--- src/rtl/alu_seq_pkg.sv ---
// alu_seq_pkg: op codes, FSM states and a small helper shared by the sequential ALU.
// Latency: none (types and constants only).
// Backpressure: not applicable.
package alu_seq_pkg;

    typedef enum logic [3:0] {
        OP_AND  = 4'b0000,
        OP_OR   = 4'b0001,
        OP_ADD  = 4'b0010,
        OP_SRL  = 4'b0100,
        OP_SUB  = 4'b0110,
        OP_SLT  = 4'b0111,
        OP_MULU = 4'b1000,
        OP_DIVU = 4'b1001
    } alu_op_e;

    typedef enum logic [1:0] {
        IDLE = 2'd0,
        BUSY = 2'd1,
        DONE = 2'd2
    } alu_state_e;

    // Signed less-than on the sign bits and unsigned magnitude; exact even when a-b overflows.
    function automatic logic slt_signed(input logic sa, input logic sb, input logic ult);
        return (sa != sb) ? sa : ult;
    endfunction

endpackage

--- src/rtl/alu_seq_iter.sv ---
// alu_seq_iter: shared iterative datapath, shift-add multiply and (ALU_SEQ_DIV_EN) restoring divide.
// Latency: loads on i_start, then one step per cycle for WIDTH cycles; o_done flags the final step.
// Backpressure: none; after the last step the registers hold until the next i_start.
module alu_seq_iter
    import alu_seq_pkg::*;
#(
    parameter int WIDTH = 32,
    parameter int CNT_W = $clog2(WIDTH) + 1
) (
    input  logic             clk,
    input  logic             rst_n,
    input  logic             i_start,
`ifdef ALU_SEQ_DIV_EN
    input  logic             i_div,
`endif
    input  logic [WIDTH-1:0] i_a,
    input  logic [WIDTH-1:0] i_b,
    output logic             o_done,
    output logic [WIDTH-1:0] o_lo_nxt,
    output logic [WIDTH-1:0] o_hi_nxt
);

    logic [WIDTH-1:0] r_lo;
    logic [WIDTH-1:0] r_hi;
    logic [WIDTH-1:0] r_b;
    logic [CNT_W-1:0] r_cnt;

    logic [WIDTH:0]   w_add;
    logic [WIDTH-1:0] w_mul_lo;
    logic [WIDTH-1:0] w_mul_hi;

    // Multiply step: add multiplicand into the high half when the multiplier LSB is set, then shift right.
    always_comb begin
        w_add    = r_lo[0] ? ({1'b0, r_hi} + {1'b0, r_b}) : {1'b0, r_hi};
        w_mul_hi = w_add[WIDTH:1];
        w_mul_lo = {w_add[0], r_lo[WIDTH-1:1]};
    end

`ifdef ALU_SEQ_DIV_EN
    logic             r_div;
    logic [WIDTH:0]   w_shift;
    logic             w_ge;
    logic [WIDTH-1:0] w_div_lo;
    logic [WIDTH-1:0] w_div_hi;

    // Divide step: shift the next dividend bit into the remainder, subtract the divisor if it fits.
    always_comb begin
        w_shift  = {r_hi, r_lo[WIDTH-1]};
        w_ge     = (w_shift >= {1'b0, r_b});
        w_div_hi = w_ge ? (w_shift[WIDTH-1:0] - r_b) : w_shift[WIDTH-1:0];
        w_div_lo = {r_lo[WIDTH-2:0], w_ge};
    end

    // Remember which operation is iterating.
    always_ff @(posedge clk or negedge rst_n) begin
        if (!rst_n) begin
            r_div <= 1'b0;
        end else if (i_start) begin
            r_div <= i_div;
        end
    end

    assign o_lo_nxt = r_div ? w_div_lo : w_mul_lo;
    assign o_hi_nxt = r_div ? w_div_hi : w_mul_hi;
`else
    assign o_lo_nxt = w_mul_lo;
    assign o_hi_nxt = w_mul_hi;
`endif

    // The step that takes the counter from 1 to 0 is the last one.
    assign o_done = (r_cnt == CNT_W'(1));

    // Load operands on start, otherwise step while iterations remain.
    always_ff @(posedge clk or negedge rst_n) begin
        if (!rst_n) begin
            r_lo  <= '0;
            r_hi  <= '0;
            r_b   <= '0;
            r_cnt <= '0;
        end else if (i_start) begin
            r_lo  <= i_a;
            r_hi  <= '0;
            r_b   <= i_b;
            r_cnt <= CNT_W'(WIDTH);
        end else if (r_cnt != '0) begin
            r_lo  <= o_lo_nxt;
            r_hi  <= o_hi_nxt;
            r_cnt <= r_cnt - CNT_W'(1);
        end
    end

endmodule

--- src/rtl/alu_seq.sv ---
// alu_seq: sequential ALU, single-cycle logic/arith ops, iterative MULU, DIVU when ALU_SEQ_DIV_EN is defined.
// Latency: simple, illegal and divide-by-zero results valid the cycle after accept; MULU/DIVU after WIDTH busy cycles.
// Backpressure: result held in DONE until out_ready; in_ready low in BUSY and DONE.
module alu_seq
    import alu_seq_pkg::*;
#(
    parameter int WIDTH = 32,
    parameter int CNT_W = $clog2(WIDTH) + 1
) (
    input  logic             clk,
    input  logic             rst_n,
    input  logic             in_valid,
    output logic             in_ready,
    input  logic [3:0]       op,
    input  logic [WIDTH-1:0] a,
    input  logic [WIDTH-1:0] b,
    output logic             out_valid,
    input  logic             out_ready,
    output logic [WIDTH-1:0] result,
    output logic [WIDTH-1:0] result_hi,
    output logic             zout,
    output logic             dz,
    output logic             illegal
);

    localparam int SHW = $clog2(WIDTH);

    alu_state_e       r_state;
    logic             r_out_valid;
    logic [WIDTH-1:0] r_result;
    logic [WIDTH-1:0] r_result_hi;
    logic             r_zout;
    logic             r_dz;
    logic             r_illegal;

    logic [WIDTH-1:0] w_res;
    logic [WIDTH-1:0] w_res_hi;
    logic             w_dz;
    logic             w_illegal;
    logic             w_iter_op;
    logic             w_div;
    logic             w_start;
    logic             w_iter_done;
    logic [WIDTH-1:0] w_lo_nxt;
    logic [WIDTH-1:0] w_hi_nxt;
    logic             w_ult;

    assign w_ult = (a < b);

    // Decode the op: single-cycle results, or a request for the iterative datapath.
    always_comb begin
        w_res     = '0;
        w_res_hi  = '0;
        w_dz      = 1'b0;
        w_illegal = 1'b0;
        w_iter_op = 1'b0;
        w_div     = 1'b0;
        case (op)
            OP_ADD:  w_res = a + b;
            OP_SUB:  w_res = a - b;
            OP_SLT:  w_res = {{(WIDTH-1){1'b0}}, slt_signed(a[WIDTH-1], b[WIDTH-1], w_ult)};
            OP_AND:  w_res = a & b;
            OP_OR:   w_res = a | b;
            OP_SRL:  w_res = a >> b[SHW-1:0];
            OP_MULU: w_iter_op = 1'b1;
`ifdef ALU_SEQ_DIV_EN
            OP_DIVU: begin
                if (b == '0) begin
                    w_res    = '1;
                    w_res_hi = a;
                    w_dz     = 1'b1;
                end else begin
                    w_iter_op = 1'b1;
                    w_div     = 1'b1;
                end
            end
`endif
            default: w_illegal = 1'b1;
        endcase
    end

    assign w_start = (r_state == IDLE) && in_valid && w_iter_op;

    alu_seq_iter #(
        .WIDTH (WIDTH),
        .CNT_W (CNT_W)
    ) u_iter (
        .clk      (clk),
        .rst_n    (rst_n),
        .i_start  (w_start),
`ifdef ALU_SEQ_DIV_EN
        .i_div    (w_div),
`endif
        .i_a      (a),
        .i_b      (b),
        .o_done   (w_iter_done),
        .o_lo_nxt (w_lo_nxt),
        .o_hi_nxt (w_hi_nxt)
    );

`ifndef ALU_SEQ_DIV_EN
    logic w_div_unused;
    assign w_div_unused = w_div;
`endif

    // Control FSM with registered result, flags and out_valid.
    always_ff @(posedge clk or negedge rst_n) begin
        if (!rst_n) begin
            r_state     <= IDLE;
            r_out_valid <= 1'b0;
            r_result    <= '0;
            r_result_hi <= '0;
            r_zout      <= 1'b1;
            r_dz        <= 1'b0;
            r_illegal   <= 1'b0;
        end else begin
            case (r_state)
                IDLE: begin
                    if (in_valid) begin
                        r_dz      <= 1'b0;
                        r_illegal <= 1'b0;
                        if (w_iter_op) begin
                            r_state <= BUSY;
                        end else begin
                            r_state     <= DONE;
                            r_out_valid <= 1'b1;
                            r_result    <= w_res;
                            r_result_hi <= w_res_hi;
                            r_zout      <= (w_res == '0);
                            r_dz        <= w_dz;
                            r_illegal   <= w_illegal;
                        end
                    end
                end
                BUSY: begin
                    if (w_iter_done) begin
                        r_state     <= DONE;
                        r_out_valid <= 1'b1;
                        r_result    <= w_lo_nxt;
                        r_result_hi <= w_hi_nxt;
                        r_zout      <= (w_lo_nxt == '0);
                    end
                end
                DONE: begin
                    if (out_ready) begin
                        r_state     <= IDLE;
                        r_out_valid <= 1'b0;
                    end
                end
                default: begin
                    r_state     <= IDLE;
                    r_out_valid <= 1'b0;
                end
            endcase
        end
    end

    assign in_ready  = (r_state == IDLE);
    assign out_valid = r_out_valid;
    assign result    = r_result;
    assign result_hi = r_result_hi;
    assign zout      = r_zout;
    assign dz        = r_dz;
    assign illegal   = r_illegal;

endmodule

--- config.mk ---
export PLATFORM = sky130hd
export DESIGN_NAME = alu_seq
export DESIGN_NICKNAME = d
export VERILOG_FILES = /design/src/rtl/alu_seq_pkg.sv /design/src/rtl/alu_seq_iter.sv /design/src/rtl/alu_seq.sv
export SDC_FILE = /design/constraint.sdc
export NUM_CORES = 1
export LEC_CHECK = 0
export CAP_MARGIN = 20
export CELL_PAD_IN_SITES_DETAIL_PLACEMENT = 1
export CELL_PAD_IN_SITES_GLOBAL_PLACEMENT = 1
export CORE_MARGIN = 4
export CORE_UTILIZATION = 35
export CTS_CLUSTER_SIZE = 30
export DETAILED_ROUTE_END_ITERATION = 12
export GPL_TIMING_DRIVEN = 0
export PLACE_DENSITY_LB_ADDON = 0.2
export SLEW_MARGIN = 20
export SYNTH_ARGS = -nofsm -noshare
export SYNTH_HDL_FRONTEND = slang
export SYNTH_SLANG_ARGS = --single-unit
--- constraint.sdc ---
create_clock -name clk -period 3.4 [get_ports clk]
set_input_delay 0.51 -clock clk [delete_from_list [all_inputs] [get_ports clk]]
set_output_delay 0.51 -clock clk [all_outputs]
set_load 0.005 [all_outputs]
==> results.txt <==
GRT Overall Usage - 31.3%
Remaining Overflow, GRT - 0
Worst-Margin Slew - 1.12 ns
Net Sw Frac - 44.2%
Finished Layout Cells - 2896
Vias/cell - 6.25
CTS root buffer - clkbuf_16
Clk pwr share - 16.0%
Antenna violations before repair - 6
Horiz. Die Dim - 224 µm
Design Area, Final - 21700 µm²
Power per cell area - 552 nW/µm²
P_int - 0.00668 W
Site Rows - 78
Hold Crit Class - input port to asynchronous set/reset pin
Synth Net Count - 2238
Initial Util - 35.6%
CTS Hold Bufs - 0
Synth-to-layout area growth - 33.4%
Post-Syn Instances - 2026
Final critical-path share of the clock period - 127%
GRT Max-Usage Layer - met2
Skew-Pair Late Insertion Delay - 0.45 ns
Status - finished, violations left
Seq pwr share - 28.8%
Largest net degree at the start of global routing - 88
Worst-path maximum fanout - 10
Die area - 50000 µm²
Startpoint types - input port
First-pass GRT wire length - 119000 µm
Layout cell share with drive strength beyond 1 - 23.6%
Total Wirelength - 81800 µm
Worst-path clk slew - 0.07 ns
Util after Layout - 47.6%
IO buf count - 137
Mux share of post-synthesis cell area - 11.4%
Maximum root-to-sink buffer count - 2
GR met3 Demand/Resource - 4.95%
Synth Area in Compound Gates - 25.4%
Detailed Place HPWL - 62800 µm
Via count - 18.1k
Vias in the first global route - 18.4k
# placed instances - 2768
Ys Warns - 0
Simple-gate share of the synthesized area - 18.2%
Setup Skew - 0.00818 ns
Fin Hold WS - 0.0731 ns
Post-synth ARST share - 100%
Synth Area in XOR/XNOR - 1.88%
VDD IR max - 377 µV
Post-synth EDFFs - 0
Leakage - 9.42 nW
Final setup vio count - 23
Headroom to the max-slew limit - 25.3%
Clk sink count - 171
Wire per inst - 28.3 µm
Antenna Nets Post-Route - 0
Chip Height - 224 µm
Final hold violations - 0
Max Cap Viol - 0
CTS tree - done
Placed inst area - 18700 µm²
Core Region - 45700 µm²
Mean Syn Cell Area - 8.04 µm²
Routability cong. - 0.975
Synth Register Bits - 171
Netlist cell types - 88
Remaining DRCs - 0
Total Nets Final - 2495
Max Freq - 232 MHz
Final TNS setup - -3.67 ns
Required time worst endpoint - 3.77 ns
Mapped Area - 16300 µm²
Failing checks - setup timing
Met1 GRT Util - 40.0%
Adder-cell area share of the yosys netlist - 10.9%
I/O pins - 141
Number of CTS-inserted buffers - 17
Post-synthesis sequential area ratio - 26.3%
CP Class - input port to flop
Final Critical Period - 4.30 ns
Drt first pass iters - 6
Global Route met2 Usage - 52.0%
Logic pwr share - 55.2%
Crit end category - flop
Unrepaired setup endpoints after global routing - yes
Worst Slack Setup Final - -0.904 ns
CP arrival - 4.68 ns
Main combinational cell family by area after synthesis - compound AO/OA/AOI/OAI gates
Final Max Tran Viols - 0
H-tree depth - 4
Worst reg2reg path depth - 12
Sw power - 0.00530 W
Ys flop type - dfrtp_1
Drt initial violations - 1850
## cell usage in the layout (no fill, tap or decap), drive strengths merged, types with 87 or more instances in the layout
master and count:
o21ai 181, nand2 283, a21oi 134, inv 109, dfrtp 170, buf 152, nor2 182, clkbuf 125
clkdlybuf4s50 87, ha 137
## path summary, 6_finish.rpt
check | from | end | slack (ns)
max | a[29] | zout | -0.90
min | rst_n | result_hi[5] | 0.07
max reg2reg | r_state[0] | zout | -0.80
min reg2reg | result_hi[2] | result_hi[2] | 0.48
max in group asynchronous | rst_n | zout | 2.40
min in group clk | a[0] | u_iter.r_lo[0] | 0.44
## critical path: stages
cell and delay, ns:
clkdlybuf4s15_2 0.29, mux2_4 0.32, mux4_2 0.55, a32o_1 0.26
or3_4 0.34, or3b_4 0.41, a211oi_4 0.28, nand4_1 0.16
or4b_4 0.54, or4_4 0.47, nor4_4 0.18, nand4b_1 0.15
o31ai_2 0.19
## state kept, by name, summed over array words and instances (netlist names)
name          flops
u_iter.r_cnt      6
zout              1
result_hi        32
result           32
r_state           2
out_valid         1
u_iter.r_lo      32
u_iter.r_b       32
u_iter.r_hi      32
illegal           1
## Yosys cell counts (5+ instances only)
| library cell | count | area share, % |
|---|---|---|
| nor4b_1 | 6 | 0.32 |
| buf_2 | 6 | 0.18 |
| xor2_1 | 10 | 0.54 |
| o22ai_1 | 12 | 0.46 |
| nand2b_1 | 10 | 0.38 |
| o211ai_1 | 24 | 1.1 |
| buf_1 | 13 | 0.30 |
| o2111ai_1 | 5 | 0.27 |
| nand3_1 | 37 | 1.1 |
| o21bai_1 | 8 | 0.37 |
| nor2b_1 | 14 | 0.54 |
| or4b_2 | 5 | 0.31 |
| xnor2_1 | 25 | 1.3 |
| a21o_1 | 28 | 1.3 |
| and3_1 | 12 | 0.46 |
| nand4_1 | 14 | 0.54 |
| ha_1 | 137 | 11 |
| a221oi_1 | 17 | 0.91 |
| a21oi_1 | 134 | 4.1 |
| nor2_1 | 182 | 4.2 |
| o31a_1 | 7 | 0.38 |
| mux2_2 | 10 | 0.69 |
| nand2_1 | 283 | 6.5 |
| or3_1 | 8 | 0.31 |
| mux2i_1 | 73 | 4.5 |
| o21ai_0 | 181 | 5.6 |
| clkbuf_1 | 111 | 2.6 |
| and2_1 | 12 | 0.46 |
| nor4_1 | 26 | 1.0 |
| a31o_2 | 5 | 0.27 |
| a22o_1 | 6 | 0.32 |
| o21a_1 | 12 | 0.55 |
| a211oi_1 | 50 | 2.3 |
| a221o_1 | 11 | 0.68 |
| a31oi_1 | 52 | 2.0 |
| a311oi_1 | 5 | 0.27 |
| dfrtp_1 | 170 | 26 |
| mux4_2 | 41 | 5.7 |
| inv_1 | 107 | 2.5 |
| o221ai_1 | 10 | 0.54 |
| nor3_1 | 35 | 1.1 |
| o31ai_1 | 23 | 1.1 |
## per-stage QoR
stage / power [W] / setup slack, ns
finish: 0.0120 / -0.904
global route: 0.0127 / -0.892
CTS: 0.0116 / -0.960
detailed placement: 0.00903 / -2.75
global placement: 0.00884 / -5.46
floorplan: 0.00695 / -0.656
## area by class of cell
type,instances,area (µm²)
Multi-Input combinational cell,1610,12600
Timing Repair Buffer,243,2190
Antenna cell,1,2.50
Inverter,111,464
Buffer,129,881
Tap cell,600,751
Sequential cell,171,4280
Fill cell,5352,24000
Clock buffer,22,474
Clock inverter,9,91.3
## power groups by stage
| stage | clock network, W | registers [W] | logic [W] |
|---|---|---|---|
| floorplan | 0 | 0.00319 | 0.00376 |
| global placement | 0 | 0.00342 | 0.00542 |
| detailed placement | 0 | 0.00344 | 0.00559 |
| CTS | 0.00195 | 0.00343 | 0.00627 |
| global route | 0.00203 | 0.00353 | 0.00715 |
| finish | 0.00192 | 0.00346 | 0.00661 |
## per-layer routing
layer  part of all wire (%)  wire (µm)
met5                      0          0
met4                    5.6       4610
met3                    6.4       5260
met2                     47      38400
met1                     41      33600
## cell families after synthesis
kind of cell,count (synthesis)
mux,129
simple gates,664
buf+inv,245
fa+ha+maj,140
compound gates,641
other cells,1
xor+xnor,35
flops,171
## timing repair
| action | in CTS | in global routing |
|---|---|---|
| buffers inserted | 79 | 25 |
| endpoints found under the setup margin | 138 | 103 |
| gates resized for setup | 461 | 129 |
| pin swaps | 73 | 65 |
| gates cloned | 0 | 0 |
Power figures use the tool's default switching activity.
